--- config.mk ---
export PLATFORM = sky130hd
export DESIGN_NAME = joyport_owner_arbiter
export DESIGN_NICKNAME = d
export VERILOG_FILES = /design/src/rtl/joyport_owner_arbiter.sv
export SDC_FILE = /design/constraint.sdc
export NUM_CORES = 1
export LEC_CHECK = 0
export CORE_ASPECT_RATIO = 1.25
export CORE_MARGIN = 5
export CORE_UTILIZATION = 61
export CTS_CLUSTER_SIZE = 24
export DETAILED_ROUTE_END_ITERATION = 6
export GPL_TIMING_DRIVEN = 0
export PLACE_DENSITY = 0.86
export SLEW_MARGIN = 5
export SYNTH_ARGS = -nofsm -noshare
export SYNTH_HDL_FRONTEND = slang
export SYNTH_SLANG_ARGS = --single-unit
export TNS_END_PERCENT = 5
--- constraint.sdc ---
create_clock -name clk_sys -period 5.7 [get_ports clk_sys]
set_input_delay 0.57 -clock clk_sys [delete_from_list [all_inputs] [get_ports clk_sys]]
set_output_delay 0.57 -clock clk_sys [all_outputs]
set_load 0.02 [all_outputs]
--- src/rtl/joyport_owner_arbiter.sv ---
// Purpose : hands MSX joystick port A to either the gamepad or the PS/2 mouse engine; optional JOYPORT_SWCOUNT_EN adds sw_count.
// Latency : port_data is registered, 1 cycle from joy/mouse_data; ownership moves only after the strobe line has been quiet.
// Backpres: none; inputs are sampled every cycle, and requests seen during the hold window or while busy are dropped.
module joyport_owner_arbiter #(
   parameter int QUIET_CYCLES = 21477,
   parameter int HOLD_CYCLES  = 2147727,
   parameter int SYNC_STAGES  = 2
) (
   input  logic       clk_sys,
   input  logic       reset_n,
   input  logic       soft_rst,
   input  logic [5:0] joy,
   input  logic       ps2_mouse_clk,
   input  logic [5:0] mouse_data,
   input  logic       strobe_in,
   output logic [5:0] port_data,
   output logic       owner_mouse,
   output logic       pending
`ifdef JOYPORT_SWCOUNT_EN
   ,
   output logic [7:0] sw_count
`endif
);

   localparam int QW = $clog2(QUIET_CYCLES + 1);
   localparam int HW = $clog2(HOLD_CYCLES + 1);
   localparam logic [QW-1:0] QUIET_MAX = QW'(QUIET_CYCLES);
   localparam logic [HW-1:0] HOLD_LOAD = HW'(HOLD_CYCLES);

   typedef enum logic [1:0] {
      ST_JOY    = 2'd0,
      ST_PEND_M = 2'd1,
      ST_MOUSE  = 2'd2,
      ST_PEND_J = 2'd3
   } state_t;

   state_t                 state_q, state_d;
   logic [QW-1:0]          quiet_q, quiet_d;
   logic [HW-1:0]          hold_q, hold_d;
   logic [5:0]             port_data_q, port_data_d;
   logic [SYNC_STAGES-1:0] mclk_sync_q;
   logic                   mclk_prev_q;
   logic                   strobe_q;

   logic m_act, j_act, strobe_edge;
   logic owner_q, pend_q, pend_d;
   logic handover, enter_pend;

   // PS/2 clock crosses into clk_sys; idle level is high so reset to 1 to avoid a false edge.
   always_ff @(posedge clk_sys or negedge reset_n) begin
      if (!reset_n) begin
         mclk_sync_q <= '1;
         mclk_prev_q <= 1'b1;
      end else begin
         mclk_sync_q <= {mclk_sync_q[SYNC_STAGES-2:0], ps2_mouse_clk};
         mclk_prev_q <= mclk_sync_q[SYNC_STAGES-1];
      end
   end

   // Previous strobe level, used only to spot strobe activity (strobe itself passes straight to the mouse engine).
   always_ff @(posedge clk_sys or negedge reset_n) begin
      if (!reset_n) begin
         strobe_q <= 1'b0;
      end else begin
         strobe_q <= strobe_in;
      end
   end

   assign m_act       = mclk_prev_q & ~mclk_sync_q[SYNC_STAGES-1];
   assign j_act       = |joy;
   assign strobe_edge = strobe_in ^ strobe_q;

   assign owner_q = (state_q == ST_MOUSE) || (state_q == ST_PEND_J);
   assign pend_q  = (state_q == ST_PEND_M) || (state_q == ST_PEND_J);

   // Next state, counters and port data; a cancel always beats quiet expiry in the same cycle.
   always_comb begin
      state_d     = state_q;
      handover    = 1'b0;
      case (state_q)
         ST_JOY: begin
            if (m_act && !j_act && (hold_q == '0)) state_d = ST_PEND_M;
         end
         ST_PEND_M: begin
            if (j_act) begin
               state_d = ST_JOY;
            end else if (quiet_q == QUIET_MAX) begin
               state_d  = ST_MOUSE;
               handover = 1'b1;
            end
         end
         ST_MOUSE: begin
            if (j_act && (hold_q == '0)) state_d = ST_PEND_J;
         end
         ST_PEND_J: begin
            if (m_act) begin
               state_d = ST_MOUSE;
            end else if (quiet_q == QUIET_MAX) begin
               state_d  = ST_JOY;
               handover = 1'b1;
            end
         end
         default: state_d = ST_JOY;
      endcase

      pend_d     = (state_d == ST_PEND_M) || (state_d == ST_PEND_J);
      enter_pend = pend_d && !pend_q;

      quiet_d = quiet_q;
      if (strobe_edge || enter_pend) begin
         quiet_d = '0;
      end else if (quiet_q != QUIET_MAX) begin
         quiet_d = quiet_q + QW'(1);
      end

      hold_d = hold_q;
      if (handover) begin
         hold_d = HOLD_LOAD;
      end else if (hold_q != '0) begin
         hold_d = hold_q - HW'(1);
      end

      // The current owner keeps driving through PEND; the new owner shows one edge after the state flips.
      if (owner_q) begin
         port_data_d = mouse_data;
      end else begin
         port_data_d = ~{joy[5], joy[4], joy[0], joy[1], joy[2], joy[3]};
      end
   end

   // State, counters and output register; soft reset overrides every other event.
   always_ff @(posedge clk_sys or negedge reset_n) begin
      if (!reset_n) begin
         state_q     <= ST_JOY;
         quiet_q     <= '0;
         hold_q      <= '0;
         port_data_q <= 6'h3F;
      end else if (soft_rst) begin
         state_q     <= ST_JOY;
         quiet_q     <= '0;
         hold_q      <= '0;
         port_data_q <= 6'h3F;
      end else begin
         state_q     <= state_d;
         quiet_q     <= quiet_d;
         hold_q      <= hold_d;
         port_data_q <= port_data_d;
      end
   end

   assign port_data   = port_data_q;
   assign owner_mouse = owner_q;
   assign pending     = pend_q;

`ifdef JOYPORT_SWCOUNT_EN
   logic [7:0] sw_count_q;

   // Completed handovers only; cancelled requests never reach the handover flag.
   always_ff @(posedge clk_sys or negedge reset_n) begin
      if (!reset_n) begin
         sw_count_q <= 8'h00;
      end else if (soft_rst) begin
         sw_count_q <= 8'h00;
      end else if (handover && (sw_count_q != 8'hFF)) begin
         sw_count_q <= sw_count_q + 8'h01;
      end
   end

   assign sw_count = sw_count_q;
`endif

endmodule

==> metrics.csv, run 1 <==
metric,value,unit
required time worst endpoint,5880,ps
number of CTS-inserted buffers,5,
count of flip-flops with a built-in enable after synthesis,0,
total nets after synthesis,275,
maximum clock rate,345.5,MHz
startpoint types,flip-flop,
placed cell count,335,
post-CTS clock slew at the launch and capture registers of the worst setup and hold paths,90,ps
die width,67.58,um
"FFs w/ async S/R, synth",100.0,%
most used flip-flop cell after synthesis,dfrtp_1,
source-to-sink clock delay at the later pin of the worst-skew pair,300,ps
top cell type by total area after synthesis,dfrtp_1,
"setup slack, reg-to-reg",2810,ps
outcome,"complete, no violations",
Synth Cell Area,2527,um2
Post-Synthesis Cells,254,
syn_area_per_cell,9.950,um2
total number of H-tree levels,2,
min cycle time layout,2895,ps
fraction of final layout cells sized beyond drive strength 1,10.45,%
cell family with most CP delay,simple AND/OR/NAND/NOR gates,
via count,1987,
number of antenna violations at the first check in global routing,0,
cell breakdown of the critical path,or4_1 -> clkbuf_2 -> or4_4 -> buf_6 -> or2_1 -> buf_6 -> o31ai_4 -> buf_6 -> nor2_1,
ports placed on the boundary,25,
slew at the pin closest to its max-slew limit,796.2,ps
placement row count,26,
Cell variety after synth,47,
worst vdd rail ir drop,0.0002408,V
total of warnings raised by yosys,0,
post-route ant nets,0,
clock tree from TritonCTS,done,
final instance count without filler cells,343,
launch point of the worst path,hold_q[8],
Overflow after GRT,0,
worst setup path class,flip-flop to flip-flop,
Final Max Tran Viols,0,
chip height,81.97,um
# nets final,307,
Reg-to-Reg Start,hold_q[8],
number of flip-flops and latches in the synthesized netlist,49,
peak per-stage delay on the critical path,520,ps
global placer's final weighted congestion,0.8430,
WL per Instance,14.92,um
Buffers & Inverters on Critical Path,4,
cell type with the highest occurrence count on the critical path,buf_6,
Post-DP HPWL,3.778,mm
Post-synth top cells,"nor2_1 (44), dfrtp_1 (40), xor2_1 (19), a21oi_1 (14), nand2_1 (12)",
number of global-route vias before repair,1942,
Final Setup Violations,0,
Power Dens Cells,465.0,nW/um2
RSZ-0062 raised after global routing,no,
summed negative setup slack over all endpoints,0,ps
share of the synthesized area in the top cell type,39.60,%
largest cells by area after synthesis,"dfrtp_1 (40%), dfstp_2 (9.4%), xor2_1 (6.6%), nor2_1 (6.5%), xnor2_1 (3.5%)",
Critical Path End Type,flip-flop,
Antenna diodes,0,
worst reg2reg path endpoint,quiet_q[8],
Reg2Reg Depth,9,
DRC violation total after the first TritonRoute iteration,109,
number of buffer cells added on primary ports,24,
via density per instance,5.793,
largest fanout of any net on the critical path,10,
Critical Path Sink,quiet_q[8],
Max clock buf depth,2,
Placeable Area,4066,um2
total power draw,1.369,mW
routed wire length,5.117,mm
Detailed Routing Iterations Pass 1,4,
share of the clock period used by the worst path,50.78,%
Overall Global Routing Usage,20.53,%
signal arrival time at the worst endpoint,3080,ps
worst min-delay path class,primary input to async pin,
cell with the most instances after synthesis,nor2_1,
leakage component of the power,1.237,nW
growth of design area from synthesis to finish,16.44,%
DRC Markers,0,
post-CTS setup buffers,0,
total of max-cap violations,0,
effective utilization at floorplan,62.15,%
wire length of the first global-routing pass,8.735,mm
CTS Root Cell,clkbuf_8,
"Gates resized, CTS repair",0,
share of synthesized area occupied by flip-flops and latches,48.96,%
final hold violation count,0,
"Slowest-stage cell, CP",or4_1,
tightest slew margin relative to the limit,46.43,%
CTS Hold Bufs,0,
critical path depth in cells,9,
Worst Clk Skew,11.25,ps
clk sink count,49,
largest net degree at the start of global routing,31,
Die Footprint,5539,um2
layout make-up:
class / instances / area, um2
Clock buffer: 8 / 90.09
Multi-Input combinational cell: 188 / 1192
Sequential cell: 49 / 1237
Inverter: 3 / 11.26
Fill cell: 295 / 1124
Tap cell: 56 / 70.07
Timing Repair Buffer: 25 / 255.2
Buffer: 14 / 86.33
worst min-delay path by stage:
| stage | slack, ps | start | to |
|---|---|---|---|
| detailed placement | 350 | mclk_sync_q[0] | mclk_sync_q[1] |
| global route | 240 | reset_n | hold_q[9] |
| finish | 210 | reset_n | hold_q[9] |
| CTS | 220 | reset_n | state_q[1] |
| global placement | 350 | mclk_sync_q[0] | mclk_sync_q[1] |
| floorplan | 270 | reset_n | hold_q[0] |
per-layer routing:
metal | part of all wire [%] | track usage, %
met1 | 41 | 25.64
met2 | 54 | 35.05
met3 | 2.9 | 3.694
met4 | 1.6 | 7.505
met5 | 0 | 0
through the flow:
step                      cell area, um2  setup slack (ps)  utilization (%)  hold slack (ps)
after floorplan                     2527              3049                -            274.4
after global placement              2838              2750            69.78            345.9
after detailed placement            2853              2807            70.15            348.8
after CTS                           2943              2790            72.37            221.6
after global routing                2943              2680            72.37            241.1
final                               2943              2805            72.37            213.1
sequential cells by signal, summed over array words and instances, names as in the netlist:
register,count
port_data,6
mclk_sync_q,2
mclk_prev_q,1
strobe_q,1
state_q,2
quiet_q,15
hold_q,22
placed cells by master, fill, tap and decap left out, types with 4 or more instances in the layout:
master	count
a211o_1	6
nand2_1	12
clkdlybuf4s50_1	23
o21ai_0	8
nor2_1	44
ha_1	4
nand3_1	11
a21oi_1	14
nand4_1	5
xor2_1	19
dfrtp_1	40
nor4_1	9
nor3_1	4
clkbuf_1	11
xnor2_1	10
dfstp_2	9
clkbuf_8	7
logic make-up (layout without fill, tap and decap cells):
| group | after synthesis | in the layout | share of synthesized area (%) |
|---|---|---|---|
| xor gates and xnor gates | 29 | 29 | 10.05 |
| muxes | 2 | 2 | 0.7921 |
| buffers and inverters | 17 | 50 | 3.861 |
| and+or+nand+nor | 113 | 113 | 23.47 |
| AOI/OAI and AO/OA | 40 | 40 | 10.89 |
| DFF | 49 | 49 | 48.96 |
| adders and majority gates | 4 | 4 | 1.980 |
where the power goes:
group	switching [mW]	internal [mW]
clock network	0.108	0.0991
registers	0.0845	0.424
logic	0.370	0.283
No activity file was read; power rests on OpenSTA's default activity.
==> run 2: changes to the inputs <==
- CORE_UTILIZATION: 61 -> 51
- PLACE_DENSITY: 0.86 -> 0.76
- clock period: 5.7 -> 2.6 ns (I/O delays scaled with it)
==> run 2 against run 1 <==
Net effect:
- the run now ends with setup timing left
- total power is 130% higher
- sequential power is 120% higher
- critical path depth is 1 lower
- non-clock buffer count is 3 higher
- largest power group unchanged
==> metrics.csv, run 2 (synthesis gave the netlist of run 1 again) <==
metric,value,unit
outcome,"finished, violations left",
violated checks,setup timing,
"most common cell after layout, fill and taps aside",nor2_1,
hold worst-path end,mclk_sync_q[0],
area occupied by registers,1237,um2
effective utilization at floorplan,53.05,%
Max clock buf depth,2,
worst reg2reg path endpoint,quiet_q[8],
number of CTS-inserted buffers,5,
total placed instance area,2860,um2
RSZ-0062 raised after global routing,yes,
Final Setup Violations,14,
die width,72.97,um
register with the most flip-flops,hold_q,
ports placed on the boundary,25,
number of flip-flops under the largest register name,22,
Die Footprint,6472,um2
clk sink count,49,
worst min-delay path class,primary input to flip-flop,
final hold violation count,0,
Placeable Area,4765,um2
"setup slack, reg-to-reg",-110,ps
via density per instance,5.634,
wire length of the first global-routing pass,9.225,mm
most frequent cells in the layout,"nor2_1 (44), dfrtp_1 (40), clkdlybuf4s50_1 (23), xor2_1 (19), a21oi_1 (13)",
Multi-input gate area,1216,um2
Worst Hold Margin,355.9,ps
final-layout fill cell count,406,
Power Dens Cells,1047,nW/um2
growth of design area from synthesis to finish,19.75,%
startpoint types,flip-flop,
Final Max Tran Viols,0,
worst vdd rail ir drop,0.0004745,V
largest fanout of any net on the critical path,10,
Reg2Reg Depth,8,
signal arrival time at the worst endpoint,2910,ps
tightest slew margin relative to the limit,49.85,%
number of global-route vias before repair,2075,
DRC Markers,0,
largest net degree at the start of global routing,34,
total power draw,3.170,mW
number of buffer cells added on primary ports,24,
leakage component of the power,1.267,nW
final instance count without filler cells,350,
WL per Instance,15.03,um
number of cells traversed by the worst hold path,1,
post-route ant nets,0,
startpoint of the most critical hold path,ps2_mouse_clk,
placement row count,28,
Post-DP HPWL,3.743,mm
Overall Global Routing Usage,18.24,%
Overflow after GRT,0,
Reg-to-Reg Start,hold_q[5],
source-to-sink clock delay at the later pin of the worst-skew pair,310,ps
total of max-cap violations,0,
# nets final,310,
via count,1972,
CTS Root Cell,clkbuf_8,
clock tree from TritonCTS,done,
routed wire length,5.260,mm
placed cell count,339,
Worst Clk Skew,6.530,ps
slew at the pin closest to its max-slew limit,745.4,ps
global placer's final weighted congestion,0.7799,
post-place setup slack,-217.8,ps
worst setup path class,flip-flop to flip-flop,
total number of H-tree levels,2,
area of all placed cells without fillers,3027,um2
number of antenna violations at the first check in global routing,0,
min cycle time layout,2711,ps
final core utilization,63.52,%
fraction of final layout cells sized beyond drive strength 1,13.10,%
share of the clock period used by the worst path,104.3,%
chip height,88.71,um
post-CTS clock slew at the launch and capture registers of the worst setup and hold paths,90,ps
DRC violation total after the first TritonRoute iteration,87,
Critical Path End Type,flip-flop,
required time worst endpoint,2800,ps
maximum clock rate,368.9,MHz
Detailed Routing Iterations Pass 1,4,
Worst Slack Setup Final,-110.7,ps
Antenna diodes,0,
summed negative setup slack over all endpoints,-1361,ps
run 2: cell count changes in the layout (fill, tap and decap cells not counted), sizes merged:
| cell | previous run | this run |
|---|---|---|
| buf | 5 | 7 |
| bufinv | 0 | 1 |
| clkbuf | 19 | 17 |
| clkinvlp | 0 | 1 |
| dlygate4sd3 | 0 | 1 |
run 2: cell type report:
type	count	share of cell area [%]
Tap cell	60	2.480
Sequential cell	49	40.88
Timing Repair Buffer	28	9.260
Buffer	14	2.852
Inverter	3	0.3721
Clock buffer	6	2.728
Clock inverter	2	1.240
Multi-Input combinational cell	188	40.18
run 2: routing by layer:
| layer | track usage (%) | part of all wire, % |
|---|---|---|
| met3 | 4.205 | 3.0 |
| met5 | 0 | 0 |
| met4 | 7.215 | 1.4 |
| met2 | 33.33 | 54 |
| met1 | 20.27 | 42 |
run 2: where the power goes:
group / total (mW) / internal, mW / switching (mW)
clock: 0.571 / 0.313 / 0.258
combinational: 1.48 / 0.655 / 0.822
sequential: 1.12 / 0.929 / 0.193
total: 3.17 / 1.90 / 1.27
run 2: worst max path at each step:
stage              start          end  slack, ps  cells after the start
2_1_floorplan  hold_q[5]  quiet_q[14]        0.8                      8
3_3_place_gp   hold_q[5]   quiet_q[8]       -170                      8
3_5_place_dp   hold_q[5]  quiet_q[14]       -220                      8
4_1_cts        hold_q[5]   quiet_q[8]       -120                      8
5_1_grt        hold_q[5]  quiet_q[14]       -240                      8
6_report       hold_q[5]   quiet_q[8]       -110                      8
run 2: critical path, cell delays in order (launching register included):
cell	delay, ps
dfrtp_1	430
or4_4	580
or4_4	530
buf_6	160
or2_1	220
buf_6	150
o31ai_4	270
buf_6	200
nor2_1	50
run 2: repair_timing:
item	in CTS	in global routing
hold endpoints to repair	12	0
pin swaps	4	0
setup buffers	2	0
hold buffers	1	0
gates resized for setup	1	3
setup endpoints to repair	16	20
==> run 3: changes to the inputs <==
- ABC_AREA: default -> 1
- CORE_UTILIZATION: 51 -> 52
- PLACE_DENSITY: 0.76 -> 0.77
==> run 3 against run 2 <==
Net effect:
- the flow now finishes without violations
- critical path depth is 2 higher
- largest cell class is now multi-input combinational cells
- clock power is 25% lower
- synthesized cell count is 54% higher
- area after synthesis is 14% higher
- sequential share of layout area is 3.5 points lower
- clock skew is 6.9 ps higher
- die area is 11% higher
- fmax is 40% higher
- register-to-register slack better by 770 ps
==> metrics.csv, run 3 <==
metric,value,unit
outcome,"complete, no violations",
source-to-sink clock delay at the later pin of the worst-skew pair,300,ps
DRC Markers,0,
"Gates resized, CTS repair",0,
maximum clock rate,515.3,MHz
cell breakdown of the critical path,inv_1 -> ha_1 -> nand2_1 -> nor2_1 -> nand2_1 -> nor2_1 -> nand2_1 -> nand3_1 -> nand2_1 -> nor2_1,
number of antenna violations at the first check in global routing,0,
clock tree from TritonCTS,done,
RSZ-0062 raised after global routing,no,
top cell type by total area after synthesis,dfrtp_1,
via density per instance,5.249,
total of max-cap violations,0,
total number of H-tree levels,2,
Critical Path End Type,flip-flop,
via count,2572,
most frequent cells in the layout,"nor2_1 (91), nand2_1 (81), inv_1 (42), dfrtp_1 (40), nand3_1 (31)",
Reg2Reg Depth,10,
startpoint types,flip-flop,
cell family with most CP delay,simple AND/OR/NAND/NOR gates,
tightest slew margin relative to the limit,62.50,%
"FFs w/ async S/R, synth",100.0,%
CTS Hold Bufs,1,
growth of design area from synthesis to finish,14.73,%
startpoint of the most critical hold path,mclk_sync_q[0],
register with the most flip-flops,hold_q,
ports placed on the boundary,25,
number of global-route vias before repair,2522,
Post-DP HPWL,4.944,mm
Overflow after GRT,0,
wire length of the first global-routing pass,11.01,mm
Die Footprint,7156,um2
total of warnings raised by yosys,0,
number of buffer cells added on primary ports,24,
worst reg2reg path endpoint,hold_q[10],
CTS Root Cell,clkbuf_8,
global placer's final weighted congestion,0.9373,
DRC violation total after the first TritonRoute iteration,186,
peak per-stage delay on the critical path,400,ps
Final Max Tran Viols,0,
Antenna diodes,0,
share of the synthesized area in the top cell type,34.65,%
worst vdd rail ir drop,0.0004404,V
launch point of the worst path,hold_q[0],
signal arrival time at the worst endpoint,2170,ps
Buffers & Inverters on Critical Path,1,
placement row count,30,
Overall Global Routing Usage,18.74,%
Cell variety after synth,29,
largest cells by area after synthesis,"dfrtp_1 (35%), nor2_1 (12%), nand2_1 (11%), dfstp_2 (8.2%), inv_1 (5.5%)",
final hold violation count,0,
critical path depth in cells,10,
effective utilization at floorplan,53.45,%
Power Dens Cells,1002,nW/um2
summed negative setup slack over all endpoints,0,ps
required time worst endpoint,2830,ps
count of flip-flops with a built-in enable after synthesis,0,
post-route ant nets,0,
Worst Clk Skew,13.44,ps
"most common cell after layout, fill and taps aside",nor2_1,
area occupied by registers,1237,um2
Synth Cell Area,2889,um2
WL per Instance,12.91,um
cell type with the highest occurrence count on the critical path,nand2_1,
total nets after synthesis,413,
Final Setup Violations,0,
slew at the pin closest to its max-slew limit,562.5,ps
min cycle time layout,1941,ps
Multi-input gate area,1415,um2
Placeable Area,5405,um2
number of flip-flops and latches in the synthesized netlist,49,
cell with the most instances after synthesis,nor2_1,
largest net degree at the start of global routing,26,
share of the clock period used by the worst path,74.64,%
die width,76.67,um
syn_area_per_cell,7.370,um2
fraction of final layout cells sized beyond drive strength 1,8.216,%
largest fanout of any net on the critical path,6,
"Slowest-stage cell, CP",dfrtp_1,
worst setup path class,flip-flop to flip-flop,
Post-Synthesis Cells,392,
clk sink count,49,
number of cells traversed by the worst hold path,0,
total placed instance area,3224,um2
Critical Path Sink,hold_q[10],
number of CTS-inserted buffers,5,
Reg-to-Reg Start,hold_q[0],
number of flip-flops under the largest register name,22,
most used flip-flop cell after synthesis,dfrtp_1,
total power draw,3.320,mW
post-CTS clock slew at the launch and capture registers of the worst setup and hold paths,90,ps
leakage component of the power,1.601,nW
# nets final,446,
post-CTS setup buffers,0,
chip height,93.34,um
routed wire length,6.325,mm
worst min-delay path class,flip-flop to flip-flop,
Post-synth top cells,"nor2_1 (91), nand2_1 (81), inv_1 (42), dfrtp_1 (40), nand3_1 (31)",
share of synthesized area occupied by flip-flops and latches,42.83,%
area of all placed cells without fillers,3314,um2
final-layout fill cell count,488,
Detailed Routing Iterations Pass 1,4,
Max clock buf depth,2,
"setup slack, reg-to-reg",660,ps
-- run 3: cell types whose count changed after synthesis, moves of 5 or more --
| cell | delta |
|---|---|
| xnor2_1 | -7 |
| a211o_1 | -6 |
| nand3_1 | +20 |
| clkbuf_1 | -5 |
| inv_1 | +39 |
| xor2_1 | -6 |
| nor4_1 | -9 |
| nand2_1 | +69 |
| nand4_1 | +15 |
| nor2_1 | +47 |
-- run 3: power by group --
part	internal (mW)	leakage [nW]	switching [mW]	total [mW]
clock	0.191	0.0395	0.236	0.427
combinational	0.635	0.922	1.14	1.78
sequential	0.931	0.639	0.186	1.12
total	1.76	1.60	1.56	3.32
-- run 3: metal layers --
layer / global-route usage, % / vias up / share of wire [%] / wire length, um
met4: 7.434 / 0 / 2.6 / 166
met3: 2.987 / 16 / 3.5 / 221
met2: 34.42 / 53 / 53 / 3372
li1: - / 1303 / - / -
met1: 21.44 / 1200 / 41 / 2563
met5: 0 / - / 0 / 0
-- run 3: area by class of cell --
type                            instances  area share, %
Sequential cell                        49          37.33
Inverter                               43          4.870
Multi-Input combinational cell        290          42.70
Tap cell                               64          2.416
Timing Repair Buffer                   26          8.003
Buffer                                 10          2.265
Clock buffer                            8          2.416
-- run 3: worst min-delay path by stage --
stage,endpoint,slack (ps)
floorplan,hold_q[0],-40
finish,mclk_sync_q[1],360
detailed placement,hold_q[16],280
global route,mclk_sync_q[0],350
global placement,mclk_sync_q[1],350
CTS,mclk_sync_q[0],350
-- run 3: cells by family after synthesis --
group                    count (synthesis)  synth area share [%]
AND/OR/NAND/NOR                        244                 37.72
buffers and inverters                   53                 8.185
AO/OA/AOI/OAI                           26                 4.677
adder cells (fa/ha/maj)                  4                 1.732
XOR/XNOR                                16                 4.851
flip-flops                              49                 42.83
-- run 3: worst register-to-register path: stages, from the launching register on --
cell and delay (ps):
dfrtp_1 400, inv_1 160, ha_1 310, nand2_1 170, nor2_1 260, nand2_1 110
nor2_1 140, nand2_1 70, nand3_1 90, nand2_1 60, nor2_1 90
-- run 3: through the flow --
step / utilization, % / setup slack (ps) / std cells / hold slack, ps
CTS: 61.32 / 672.8 / 490 / 351.4
global route: 61.32 / 439.1 / 490 / 353.5
detailed placement: 59.65 / 696.3 / 481 / 278.6
floorplan: - / 1024 / 392 / -35.59
global placement: 59.38 / -106.5 / 480 / 349.6
finish: 61.32 / 659.3 / 490 / 357.8
